===== src/rtl/alu_pkg.sv =====
// Shared ALU definitions: unit codes (also used by the ALU decoder) and
// the width of a collector entry tag.
package alu_pkg;

  typedef enum logic [1:0] {
    UNIT_ARITH = 2'd0,
    UNIT_LOGIC = 2'd1,
    UNIT_CMP   = 2'd2,
    UNIT_SHIFT = 2'd3
  } unit_e;

  localparam int unsigned UNIT_W      = 2;
  localparam int unsigned ENTRY_TAG_W = UNIT_W + 1;

  // Entry = {unit, carry, data}
  function automatic int unsigned entry_width(input int unsigned data_w);
    return data_w + ENTRY_TAG_W;
  endfunction

endpackage


===== src/rtl/alu_sync_fifo.sv =====
// Synchronous FIFO with a registered head word, occupancy counter and
// synchronous active-high reset. Head reads zero whenever the FIFO is empty.
module alu_sync_fifo #(
  parameter int unsigned width = 8,
  parameter int unsigned depth = 4,
  localparam int unsigned aw = $clog2(depth),
  localparam int unsigned cw = aw + 1
) (
  input  logic             clk,
  input  logic             rst,
  input  logic             push,
  input  logic [width-1:0] wdata,
  input  logic             pop,
  output logic [width-1:0] head,
  output logic             valid,
  output logic [cw-1:0]    count,
  output logic             full_c,
  output logic             empty_c
);

  logic [width-1:0] mem [depth];
  logic [aw-1:0]    wr_ptr;
  logic [aw-1:0]    rd_ptr;
  logic [aw-1:0]    rd_next;
  logic [cw-1:0]    cnt_next;
  logic [width-1:0] head_next;
  logic             do_push;
  logic             do_pop;

  assign full_c  = (count == cw'(depth));
  assign empty_c = (count == '0);

  // A push into a full FIFO is only accepted when the head leaves the same cycle.
  always_comb begin
    do_pop    = pop && !empty_c;
    do_push   = push && (!full_c || do_pop);
    rd_next   = rd_ptr + aw'(do_pop);
    cnt_next  = count + cw'(do_push) - cw'(do_pop);
    head_next = '0;
    if (cnt_next == '0) begin
      head_next = '0;
    end else if (do_push && (count == cw'(do_pop))) begin
      head_next = wdata;
    end else begin
      head_next = mem[rd_next];
    end
  end

  always_ff @(posedge clk) begin
    if (rst) begin
      wr_ptr <= '0;
      rd_ptr <= '0;
      count  <= '0;
      head   <= '0;
      valid  <= 1'b0;
    end else begin
      if (do_push) begin
        wr_ptr <= wr_ptr + aw'(1);
      end
      rd_ptr <= rd_next;
      count  <= cnt_next;
      head   <= head_next;
      valid  <= (cnt_next != '0);
    end
  end

  // Storage is not reset; only slots behind the pointers are ever read.
  always_ff @(posedge clk) begin
    if (do_push) begin
      mem[wr_ptr] <= wdata;
    end
  end

endmodule


===== src/rtl/alu_result_collector.sv =====
// Collects per-unit ALU results, normalises them to one tagged word and
// queues them for writeback. Define ALU_COLLECT_PARITY_EN to add out_parity.
module alu_result_collector
  import alu_pkg::*;
#(
  parameter int unsigned width       = 16,
  parameter int unsigned arith_width = 2 * width,
  parameter int unsigned shift_width = width + 1,
  parameter int unsigned cmp_width   = 3,
  parameter int unsigned depth       = 4,
  localparam int unsigned cw = $clog2(depth) + 1
) (
  input  logic                   clk,
  input  logic                   rst,
  input  logic                   arith_flag,
  input  logic                   logic_flag,
  input  logic                   cmp_flag,
  input  logic                   shift_flag,
  input  logic                   carry_out,
  input  logic [arith_width-1:0] arith_out,
  input  logic [width-1:0]       logic_out,
  input  logic [cmp_width-1:0]   cmp_out,
  input  logic [shift_width-1:0] shift_out,
  output logic                   out_valid,
  input  logic                   out_ready,
  output logic [arith_width-1:0] out_data,
  output logic [1:0]             out_unit,
  output logic                   out_carry,
`ifdef ALU_COLLECT_PARITY_EN
  output logic                   out_parity,
`endif
  output logic [cw-1:0]          count,
  output logic                   overflow,
  output logic                   multi_hit
);

  localparam int unsigned base_w = entry_width(arith_width);
`ifdef ALU_COLLECT_PARITY_EN
  localparam int unsigned fifo_w = base_w + 1;
`else
  localparam int unsigned fifo_w = base_w;
`endif

  logic [3:0]             hits;
  logic                   push;
  logic                   pop;
  logic                   multi_c;
  unit_e                  sel_unit;
  logic                   sel_carry;
  logic [arith_width-1:0] sel_data;
  logic [base_w-1:0]      entry;
  logic [fifo_w-1:0]      wdata;
  logic [fifo_w-1:0]      head;
  logic                   full_c;
  logic                   empty_c;

  assign hits    = {arith_flag, logic_flag, cmp_flag, shift_flag};
  assign push    = |hits;
  assign multi_c = |(hits & (hits - 4'd1));
  assign pop     = out_valid && out_ready;

  // Priority select arith > logic > cmp > shift, zero-extending narrow results.
  always_comb begin
    sel_unit  = UNIT_ARITH;
    sel_carry = 1'b0;
    sel_data  = '0;
    if (arith_flag) begin
      sel_unit  = UNIT_ARITH;
      sel_carry = carry_out;
      sel_data  = arith_out;
    end else if (logic_flag) begin
      sel_unit = UNIT_LOGIC;
      sel_data = arith_width'(logic_out);
    end else if (cmp_flag) begin
      sel_unit = UNIT_CMP;
      sel_data = arith_width'(cmp_out);
    end else if (shift_flag) begin
      sel_unit = UNIT_SHIFT;
      sel_data = arith_width'(shift_out);
    end
  end

  assign entry = {sel_unit, sel_carry, sel_data};

`ifdef ALU_COLLECT_PARITY_EN
  assign wdata      = {^entry, entry};
  assign out_parity = head[base_w];
`else
  assign wdata = entry;
`endif

  alu_sync_fifo #(
    .width (fifo_w),
    .depth (depth)
  ) u_fifo (
    .clk     (clk),
    .rst     (rst),
    .push    (push),
    .wdata   (wdata),
    .pop     (pop),
    .head    (head),
    .valid   (out_valid),
    .count   (count),
    .full_c  (full_c),
    .empty_c (empty_c)
  );

  assign out_data  = head[arith_width-1:0];
  assign out_carry = head[arith_width];
  assign out_unit  = head[arith_width+2:arith_width+1];

  // Sticky error flags, cleared only by reset.
  always_ff @(posedge clk) begin
    if (rst) begin
      overflow  <= 1'b0;
      multi_hit <= 1'b0;
    end else begin
      if (push && full_c && !pop) begin
        overflow <= 1'b1;
      end
      if (multi_c) begin
        multi_hit <= 1'b1;
      end
    end
  end

endmodule


===== config.mk =====
export PLATFORM = sky130hd
export DESIGN_NAME = alu_result_collector
export DESIGN_NICKNAME = d
export VERILOG_FILES = /design/src/rtl/alu_pkg.sv /design/src/rtl/alu_sync_fifo.sv /design/src/rtl/alu_result_collector.sv
export SDC_FILE = /design/constraint.sdc
export NUM_CORES = 1
export LEC_CHECK = 0
export BUFFER_PORTS_ARGS = -buffer_cell sky130_fd_sc_hd__buf_4
export CAP_MARGIN = 15
export CORE_ASPECT_RATIO = 1.5
export CORE_MARGIN = 2
export CORE_UTILIZATION = 51
export CTS_BUF_LIST = sky130_fd_sc_hd__clkbuf_16
export CTS_CLUSTER_DIAMETER = 120
export DETAILED_ROUTE_END_ITERATION = 7
export GPL_TIMING_DRIVEN = 0
export PLACE_DENSITY = 0.86
export RECOVER_POWER = 100
export SYNTH_ARGS = -nofsm -noshare
export SYNTH_HDL_FRONTEND = slang
export SYNTH_SLANG_ARGS = --single-unit
export TNS_END_PERCENT = 50

===== constraint.sdc =====
create_clock -name clk -period 2.8 [get_ports clk]
set_input_delay 0.56 -clock clk [delete_from_list [all_inputs] [get_ports clk]]
set_output_delay 0.56 -clock clk [all_outputs]
set_load 0.02 [all_outputs]

Word level (Yosys, flattened, before mapping)
Memory sizes are Yosys's and may differ from the RTL's.
Index checks and enable logic that the tools add are counted.
{"block": "totals", "output_inout_bits": 41, "wordCells": 44, "in_bits": 76, "latchBits": 0, "regBits": 45, "romBits": 0, "ram_bits": 140, "mem_count": 1}
{"name": "u_fifo.mem", "depth": 4, "width": 35, "rd": 1, "rd_clocked_by_memory_dff": 0, "wr": 1, "line_no": "alu_sync_fifo.sv:21", "text": "logic [width-1:0] mem [depth];"}
{"block": "classes", "add_sub_neg": 5, "mul": 0, "mux": 12, "n_reduce_logical": 16, "order_cmp": 0, "eq_ne": 2, "div": 0, "shift": 0, "bitwise_logic": 1}
{"op": "$mux 17", "count": 3}
{"op": "$mux 35", "count": 1}
{"op": "$mux 32", "count": 1}
{"op": "$mux 2", "count": 4}
{"op": "$reduce_or 4->1", "count": 2}
{"op": "$logic_and 1x1->1", "count": 6}
{"op": "$logic_not 3->1", "count": 2}
{"op": "$and 4x4->4", "count": 1}
{"op": "$sub 4x1->4 const B", "count": 1}
{"op": "$add 3x1->3", "count": 1}
{"op": "$eq 3x1->1", "count": 1}
{"op": "$eq 3x3->1 const B", "count": 1}
{"op": "$logic_not 1->1", "count": 3}
{"op": "$mux 1", "count": 3}
{"op": "$reduce_bool 3->1", "count": 1}
{"op": "$sub 3x1->3", "count": 1}
{"op": "$add 2x1->2", "count": 1}
{"op": "$add 2x1->2 const B", "count": 1}
{"op": "$reduce_or 2->1", "count": 1}
{"op": "$logic_or 1x1->1", "count": 1}

Depth between registers and ports, before layout
Gate-level depths: netlist (run 1).
{"block": "logic_depth", "word_depth": 9, "ltp_mapped": 12, "mapped_depth_nobuf": 11}

Hierarchy
A second synthesis (run 1) with hierarchy kept.
{"block": "hier_totals", "cells_unflattened": 482, "area_unflattened_um2": 7651.1}
{"module": "alu_sync_fifo", "seq_area_each_um2": 5064.9, "n_inst": 1, "cells_each": 384, "area_each_um2": 7055.5}
{"module": "alu_result_collector", "seq_area_each_um2": 40.0, "n_inst": 1, "cells_each": 98, "area_each_um2": 595.6}

Least setup slack after synthesis (run 1)
Ideal clock, no wire load.
{"block": "synth_path", "path_kind": "input -> register", "startpoint": "input cmp_flag", "endpoint": "register u_fifo.head[34]", "required_time_ns": 2.683, "slack_ns": 0.007, "setup_ns": 0.117, "path_buffers": 2, "arrival_time_ns": 2.676, "cell_stages": 11, "path_cell_list": "clkbuf_1 > nor4_1 > a31oi_2 > ha_1 > inv_1 > fa_1 > xnor3_1 > nor2_1 > nor3_4 > buf_2 > nor2_1"}
{"block": "synth_via", "elab_chain_cells": 6, "elab_cells_between_ends": 11, "cone_classes": "2 x add/sub; 4 x mux; 5 x reduce/logical"}
{"element": "start: declaration", "line_no": "alu_result_collector.sv:17", "text": "input logic cmp_flag,"}
{"element": "$reduce_or 4->1 (*)", "line_no": "alu_result_collector.sv:58", "text": "assign push = |hits;"}
{"element": "$logic_and 1x1->1 (*)", "line_no": "alu_sync_fifo.sv:36", "text": "do_push = push && (!full_c || do_pop);"}
{"element": "net u_fifo.do_push", "line_no": "alu_sync_fifo.sv:27", "text": "logic do_push;"}
{"element": "$add 3x1->3", "line_no": "alu_sync_fifo.sv:38", "text": "cnt_next = count + cw'(do_push) - cw'(do_pop);"}
{"element": "$sub 3x1->3", "line_no": "alu_sync_fifo.sv:38"}
{"element": "$logic_not 3->1", "line_no": "alu_sync_fifo.sv:40", "text": "if (cnt_next == '0) begin"}
{"element": "$reduce_or 2->1 (no source line)"}
{"element": "end signal: assignment", "line_no": "alu_sync_fifo.sv:62", "text": "head <= head_next;"}
{"element": "end: declaration", "line_no": "alu_sync_fifo.sv:14", "text": "output logic [width-1:0] head,"}
The timed path passes the listed nets; every way through them passes the cells marked *.
A chain may end at the register's enable or synchronous reset.

Worst setup path in the final report (run 1)
{"block": "layout_path", "startpoint": "input cmp_flag", "endpoint": "memory u_fifo.mem[1][22] (netlist bit) (enable)"}
{"block": "layout_via", "elab_chain_cells": 4}
{"element": "$reduce_or 4->1", "line_no": "alu_result_collector.sv:58"}
{"element": "$logic_and 1x1->1", "line_no": "alu_sync_fifo.sv:36"}
{"element": "net u_fifo.do_push", "line_no": "alu_sync_fifo.sv:27"}
{"element": "$mux 1", "line_no": "alu_sync_fifo.sv:69", "text": "if (do_push) begin"}
{"element": "$mux 1 (implied by the code)", "line_no": "alu_sync_fifo.sv:70", "text": "mem[wr_ptr] <= wdata;"}
{"element": "end: declaration", "line_no": "alu_sync_fifo.sv:21"}
The timed path passes the listed nets, and every way through them passes these cells.

==> results.yml, run 1 <==
sta:
  period_needed_ns: 2.65
  maxSlewViolCount: 0
  worst_slack_ns: 0.153
  finalSetupViolCount: 0
  setup_tns_ns: 0
  post-route-period-util_pct: 94.5
  slew_headroom_pct: 33.9
  tightest_slew_ns: 0.990
  finalHoldViolCount: 0
  whs_ns: 0.459
  skew_ns: 0.0100
  fmax_ghz: 0.378
floorplanning:
  rows: 54
  core-area_um2: 14400
  die_w_um: 103
  die_y_um: 152
  ios: 117
  die-area_um2: 15600
  start_util_pct: 51.6
routing:
  antenna_left: 0
  drt_iter0_drc: 313
  first_pass_iters: 7
  drt-wirelength-per-cell_um: 20.8
  vias_per_cell: 5.69
  drc_errors: 0
  vias: 4699
  drt_wl_total_um: 17200
finish:
  finish.instance_area_um2: 9040
  layout.nets: 701
  fillers: 1011
  area_growth_pct: 21.7
  multi_input_area_um2: 2140
  n_antenna_cell: 0
  final_common_cell: "edfxtp_1"
  stdcell_count: 826
  seq_area_um2: 5110
  layout-drive-gt1-share_pct: 28.1
  final_core_util_pct: 62.8
  mostFrequentLayoutCells: "edfxtp_1, buf_4, clkbuf_1, nand2_1, dfxtp_1"
yosys:
  synthesis.area_um2: 7430
  synthTopCellsByArea: "edfxtp_1, dfxtp_1, mux4_2, nand2_1, nor2_1"
  synth_top_area_cell: "edfxtp_1"
  synth-seq-area-share_pct: 68.7
  synth_warnings: 0
  syn-num-nets: 562
  synth_area_per_cell_um2: 15.5
  synth_cell_types: 37
  synth-seq-cells: 185
  synthCells: 478
  synth_top_area_share_pct: 56.6
power:
  power_density_nw_per_um2: 1140
  p_leak_nw: 3.24
  vdd_drop_max_mv: 0.576
  power_mw: 10.3
setup_path:
  critPathArrivalTime_ns: 2.74
  cp_max_fo: 25
  cp-end-kind: "flip-flop"
  critPathKind: "in -> reg"
  crit_required_ns: 2.90
  start_kind: "primary input"
  cp_common_cell: "clkbuf_1"
  slowest_stage: "and2_0"
  critical-path-max-stage-delay_ns: 0.77
  crit_chain: "buf_4 -> clkbuf_1 -> nor4_1 -> a31oi_2 -> clkbuf_1 -> and2_0 -> buf_6"
cts:
  numCtsBuffers: 17
  cts_buffer_depth: 2
  cts_tree: "done"
  root_buffer: "clkbuf_16"
  htreeDepth: 4
  path_clk_slew_ns: 0.07
  clk_latency_ns: 0.42
  cts.sinks: 185
global_routing:
  grt_max_degree: 36
  track_usage_pct: 23.1
  antenna_found_initial: 0
  gr-total-overflow: 0
  grt_pass1_wl_um: 26700
  grt_pass1_vias: 4914
outcome:
  status: "complete, no violations"
placed_design:
  dp_cells: 792
  gp_congestion: 0.750
  dp_hpwl_um: 11100
  numPortBuffers: 115
  dpl_worst_slack_ns: -0.926
  post_dp_cell_area_um2: 8600
hold_path:
  hold_class: "reg -> reg"
job:
  max-cap-violations: 0
==> cell usage after synthesis <==
cell type and instances:
and3_4 1, a221oi_1 13, xnor3_1 1, a311oi_2 1, fa_1 1, a31oi_2 1, nor2b_1 16, mux4_2 35
or3_1 2, nor4_1 1, nor3b_1 10, buf_1 1, mux2i_1 2, o21ai_0 14, nand3_1 1, maj3_1 1
nand2_1 42, dfxtp_1 45, nor2_1 37, a21oi_1 27, edfxtp_1 140, a41oi_1 1, buf_2 14, inv_1 11
or4_4 1, nor3b_2 4, ha_1 7, nand3b_1 4, xor2_2 1, and2_1 20, nor3_4 1, a32oi_1 3
xnor2_1 1, nand4bb_1 3, buf_6 3, nor3_1 1, clkbuf_1 11
==> cells by family after synthesis <==
group                    count (synthesis)  share of synthesized area [%]
flip-flops                             185                           68.7
AND/OR/NAND/NOR                        144                           10.5
AO/OA/AOI/OAI                           60                           5.14
buffers and inverters                   40                           2.56
multiplexers                            37                           10.9
adder cells (fa/ha/maj)                  9                           1.58
XOR/XNOR                                 3                          0.640
==> power breakdown <==
part	internal, mW	total (mW)	switching, mW
Sequential	3.88	4.12	0.241
Combinational	1.55	3.84	2.29
Clock	1.32	2.35	1.03
==> layer usage <==
layer  GRT usage (%)  vias up  part of all wire [%]
li1                -     2078                     -
met1            28.3     2343                    36
met2            38.8      230                    53
met3            4.51       48                   6.7
met4            10.7        0                   3.7
met5               0        -                     0
==> layout make-up <==
| cell class | count | area share, % |
|---|---|---|
| clock inverters | 15 | 1.70 |
| well taps | 196 | 2.71 |
| repair buffers | 121 | 8.61 |
| flip-flops and latches | 185 | 56.5 |
| multi-input cells | 253 | 23.7 |
| inverters | 11 | 0.457 |
| plain buffers | 28 | 1.65 |
| clock buffers | 17 | 4.70 |
==> critical path, delay by kind of cell <==
| family | cells | cell delay (ns) |
|---|---|---|
| buffers and inverters | 4 | 1.08 |
| AND/OR/NAND/NOR | 2 | 0.88 |
| AO/OA/AOI/OAI | 1 | 0.21 |
==> state kept, by name, indices dropped and copies added, names as in the netlist <==
name	flops
multi_hit	1
u_fifo.count	3
u_fifo.rd_ptr	2
u_fifo.mem	140
u_fifo.head	35
overflow	1
u_fifo.valid	1
u_fifo.wr_ptr	2
==> final timing paths <==
path | startpoint | end | slack, ns | depth (start not counted)
worst min-delay path | multi_hit | multi_hit | 0.46 | 2
worst min register to register | multi_hit | multi_hit | 0.46 | 2
worst max-delay path | cmp_flag | u_fifo.mem[1][22] | 0.15 | 7
worst max register to register | u_fifo.count[1] | u_fifo.head[9] | 0.16 | 13
==> timing repair <==
action	in CTS	in global routing
endpoints found under the setup margin	36	30
setup buffers	3	0
hold buffers	0	0
pin swaps	1	0
resized for setup	2	7
Note: power is estimated with default switching activity, not from simulation.
==> run 2: changes to the inputs <==
Settings changed: CORE_ASPECT_RATIO 1.5 to not set, PLACE_DENSITY 0.86 to 0.76.
==> run 2 against run 1 <==
  * Critical path type is now reg -> reg
  * Global-route usage fell by 1.2 points
  * Combinational power barely moved
  * Sequential cell count did not move
  * Cell count fell by 1.3%
  * Clock skew fell by 0.0039 ns
  * Core utilization rose by 0.32 points
  * Sequential share of layout area fell by 0.22 points
  * Worst setup slack improved by 0.037 ns
  * Via count fell by 2.4%
  * Worst hold slack improved by 0.0030 ns
  * Die area fell by 0.13%
  * Critical path depth rose by 6
==> results.yml, run 2 (synthesis results as in run 1) <==
outcome:
  status: "complete, no violations"
floorplanning:
  ios: 117
  rows: 44
  start_util_pct: 51.7
  die-area_um2: 15500
  die_w_um: 125
  die_y_um: 125
  core-area_um2: 14400
global_routing:
  grt_use_met2_pct: 37.1
  track_usage_pct: 21.9
  grtUsageMet1_pct: 27.6
  grt_pass1_vias: 4801
  gr-usage-met3_pct: 5.11
  gr-total-overflow: 0
  globalRoute.busiestLayer: "met2"
  grt_max_degree: 29
  antenna_found_initial: 0
  grt_pass1_wl_um: 25400
routing:
  antenna_left: 0
  drt_iter0_drc: 325
  drc_errors: 0
  drt_wl_total_um: 16300
  vias: 4584
  first_pass_iters: 5
  vias_per_cell: 5.62
  drt-wirelength-per-cell_um: 20.0
setup_path:
  slowest_stage: "fa_1"
  cp.depth: 13
  cp_top_family: "adder cells"
  rr_worst_depth: 13
  cp_max_fo: 10
  path_buf_inv: 4
  critPathArrivalTime_ns: 2.93
  start_kind: "flip-flop"
  reg2reg_slack_ns: 0.19
  crit_required_ns: 3.12
  cp-end-kind: "flip-flop"
  r2r_start: "u_fifo.count[2]"
  r2r_end: "u_fifo.head[15]"
  critical-path-max-stage-delay_ns: 0.39
  critPathKind: "reg -> reg"
  crit_chain: "nor2_2 -> a21oi_1 -> ha_1 -> inv_1 -> ha_1 -> inv_1 -> fa_1 -> xnor3_1 -> nor2_2 -> nor3_4 -> buf_4 -> buf_6 -> nor3b_2"
finish:
  final_common_cell: "edfxtp_1"
  area_growth_pct: 22.2
  seq_area_um2: 5110
  multi_input_area_um2: 2140
  top_regs: "u_fifo.mem (140), u_fifo.head (35), u_fifo.count (3)"
  max_flop_register: "u_fifo.mem"
  layout.nets: 702
  n_antenna_cell: 0
  layout-drive-gt1-share_pct: 28.1
  mostFrequentLayoutCells: "edfxtp_1, buf_4, clkbuf_1, dfxtp_1, nand2_1"
  fillers: 1059
  largest_reg_flops: 140
hold_path:
  hold_end: "multi_hit"
  hold_depth: 2
  min_from: "multi_hit"
  hold_class: "reg -> reg"
sta:
  finalHoldViolCount: 0
  setup_tns_ns: 0
  fmax_ghz: 0.383
  worst_slack_ns: 0.189
  skew_ns: 0.00611
  post-route-period-util_pct: 93.2
  slew_headroom_pct: 39.8
  tightest_slew_ns: 0.901
  maxSlewViolCount: 0
  finalSetupViolCount: 0
  period_needed_ns: 2.61
cts:
  clk_latency_ns: 0.43
  cts_buffer_depth: 2
  htreeDepth: 4
  numCtsBuffers: 17
  cts.sinks: 185
  cts_tree: "done"
  path_clk_slew_ns: 0.06
  ctsHoldBuffers: 0
  root_buffer: "clkbuf_16"
power:
  power_density_nw_per_um2: 1130
  vdd_drop_max_mv: 0.699
  p_leak_nw: 3.25
placed_design:
  dpl_worst_slack_ns: -0.904
  gp_congestion: 0.750
  dp_hpwl_um: 10700
  numPortBuffers: 115
job:
  max-cap-violations: 0
run 2: cell types whose count changed in the layout (fill, tap and decap cells not counted), sizes merged:
cell and change:
bufinv +1, buf +3, clkbuf -2, clkinv +3
inv -4
run 2: worst reg2reg max path: cells and delay by family, from the launching register on:
| kind | cells | cell delay [ns] |
|---|---|---|
| adder cells (fa/ha/maj) | 3 | 0.83 |
| AO/OA/AOI/OAI | 1 | 0.09 |
| XOR/XNOR | 1 | 0.22 |
| AND/OR/NAND/NOR | 4 | 0.54 |
| flip-flops | 1 | 0.35 |
| buffers and inverters | 4 | 0.47 |
run 2: power breakdown:
group	switching (mW)	internal, mW	total [mW]
logic	2.26	1.60	3.85
registers	0.227	3.87	4.10
clock network	0.963	1.39	2.35
total	3.45	6.85	10.3
run 2: how the worst max path moves through the flow:
stage                               start               to  slack [ns]
final                     u_fifo.count[2]  u_fifo.head[15]        0.19
after global routing      u_fifo.count[1]  u_fifo.head[33]       -0.02
after CTS                 u_fifo.count[1]   u_fifo.head[8]       0.002
after detailed placement       arith_flag  u_fifo.head[27]       -0.90
after global placement         arith_flag  u_fifo.head[27]       -0.76
after floorplan                  cmp_flag  u_fifo.head[34]       0.007
run 2: per-stage QoR:
stage | area, um^2 | hold WS [ns] | util [%] | power [mW] | std cells
finish | 9070 | 0.461 | 63.2 | 10.3 | 815
detailed placement | 8610 | 0.449 | 60.0 | 8.10 | 781
CTS | 9220 | 0.461 | 64.2 | 10.5 | 815
global route | 9070 | 0.491 | 63.2 | 10.9 | 815
global placement | 8520 | 0.441 | 59.3 | 7.87 | 777
floorplan | 7430 | 0.514 | - | 6.73 | 478
run 2: per-layer routing:
metal	part of all wire [%]	up-vias	routed length [um]
met5	0	-	0
met2	52	172	8450
met4	1.7	0	276
met1	40	2309	6590
met3	6.3	23	1020
li1	-	2080	-
run 2: timing repair:
| item | in CTS | in global routing |
|---|---|---|
| hold endpoints to repair | 0 | 0 |
| gates cloned | 0 | 0 |
| endpoints found under the setup margin | 36 | 36 |
| setup buffers | 3 | 0 |
| pin swaps | 1 | 0 |
| gates resized for setup | 0 | 6 |
run 2: cell type report:
type / instances / area share, %
buffer: 28 / 1.63
clock buffer: 17 / 4.69
clock inverter: 15 / 1.76
inverter: 11 / 0.455
multi-input combinational: 253 / 23.6
sequential: 185 / 56.3
tap: 184 / 2.54
timing repair buffer: 122 / 9.07
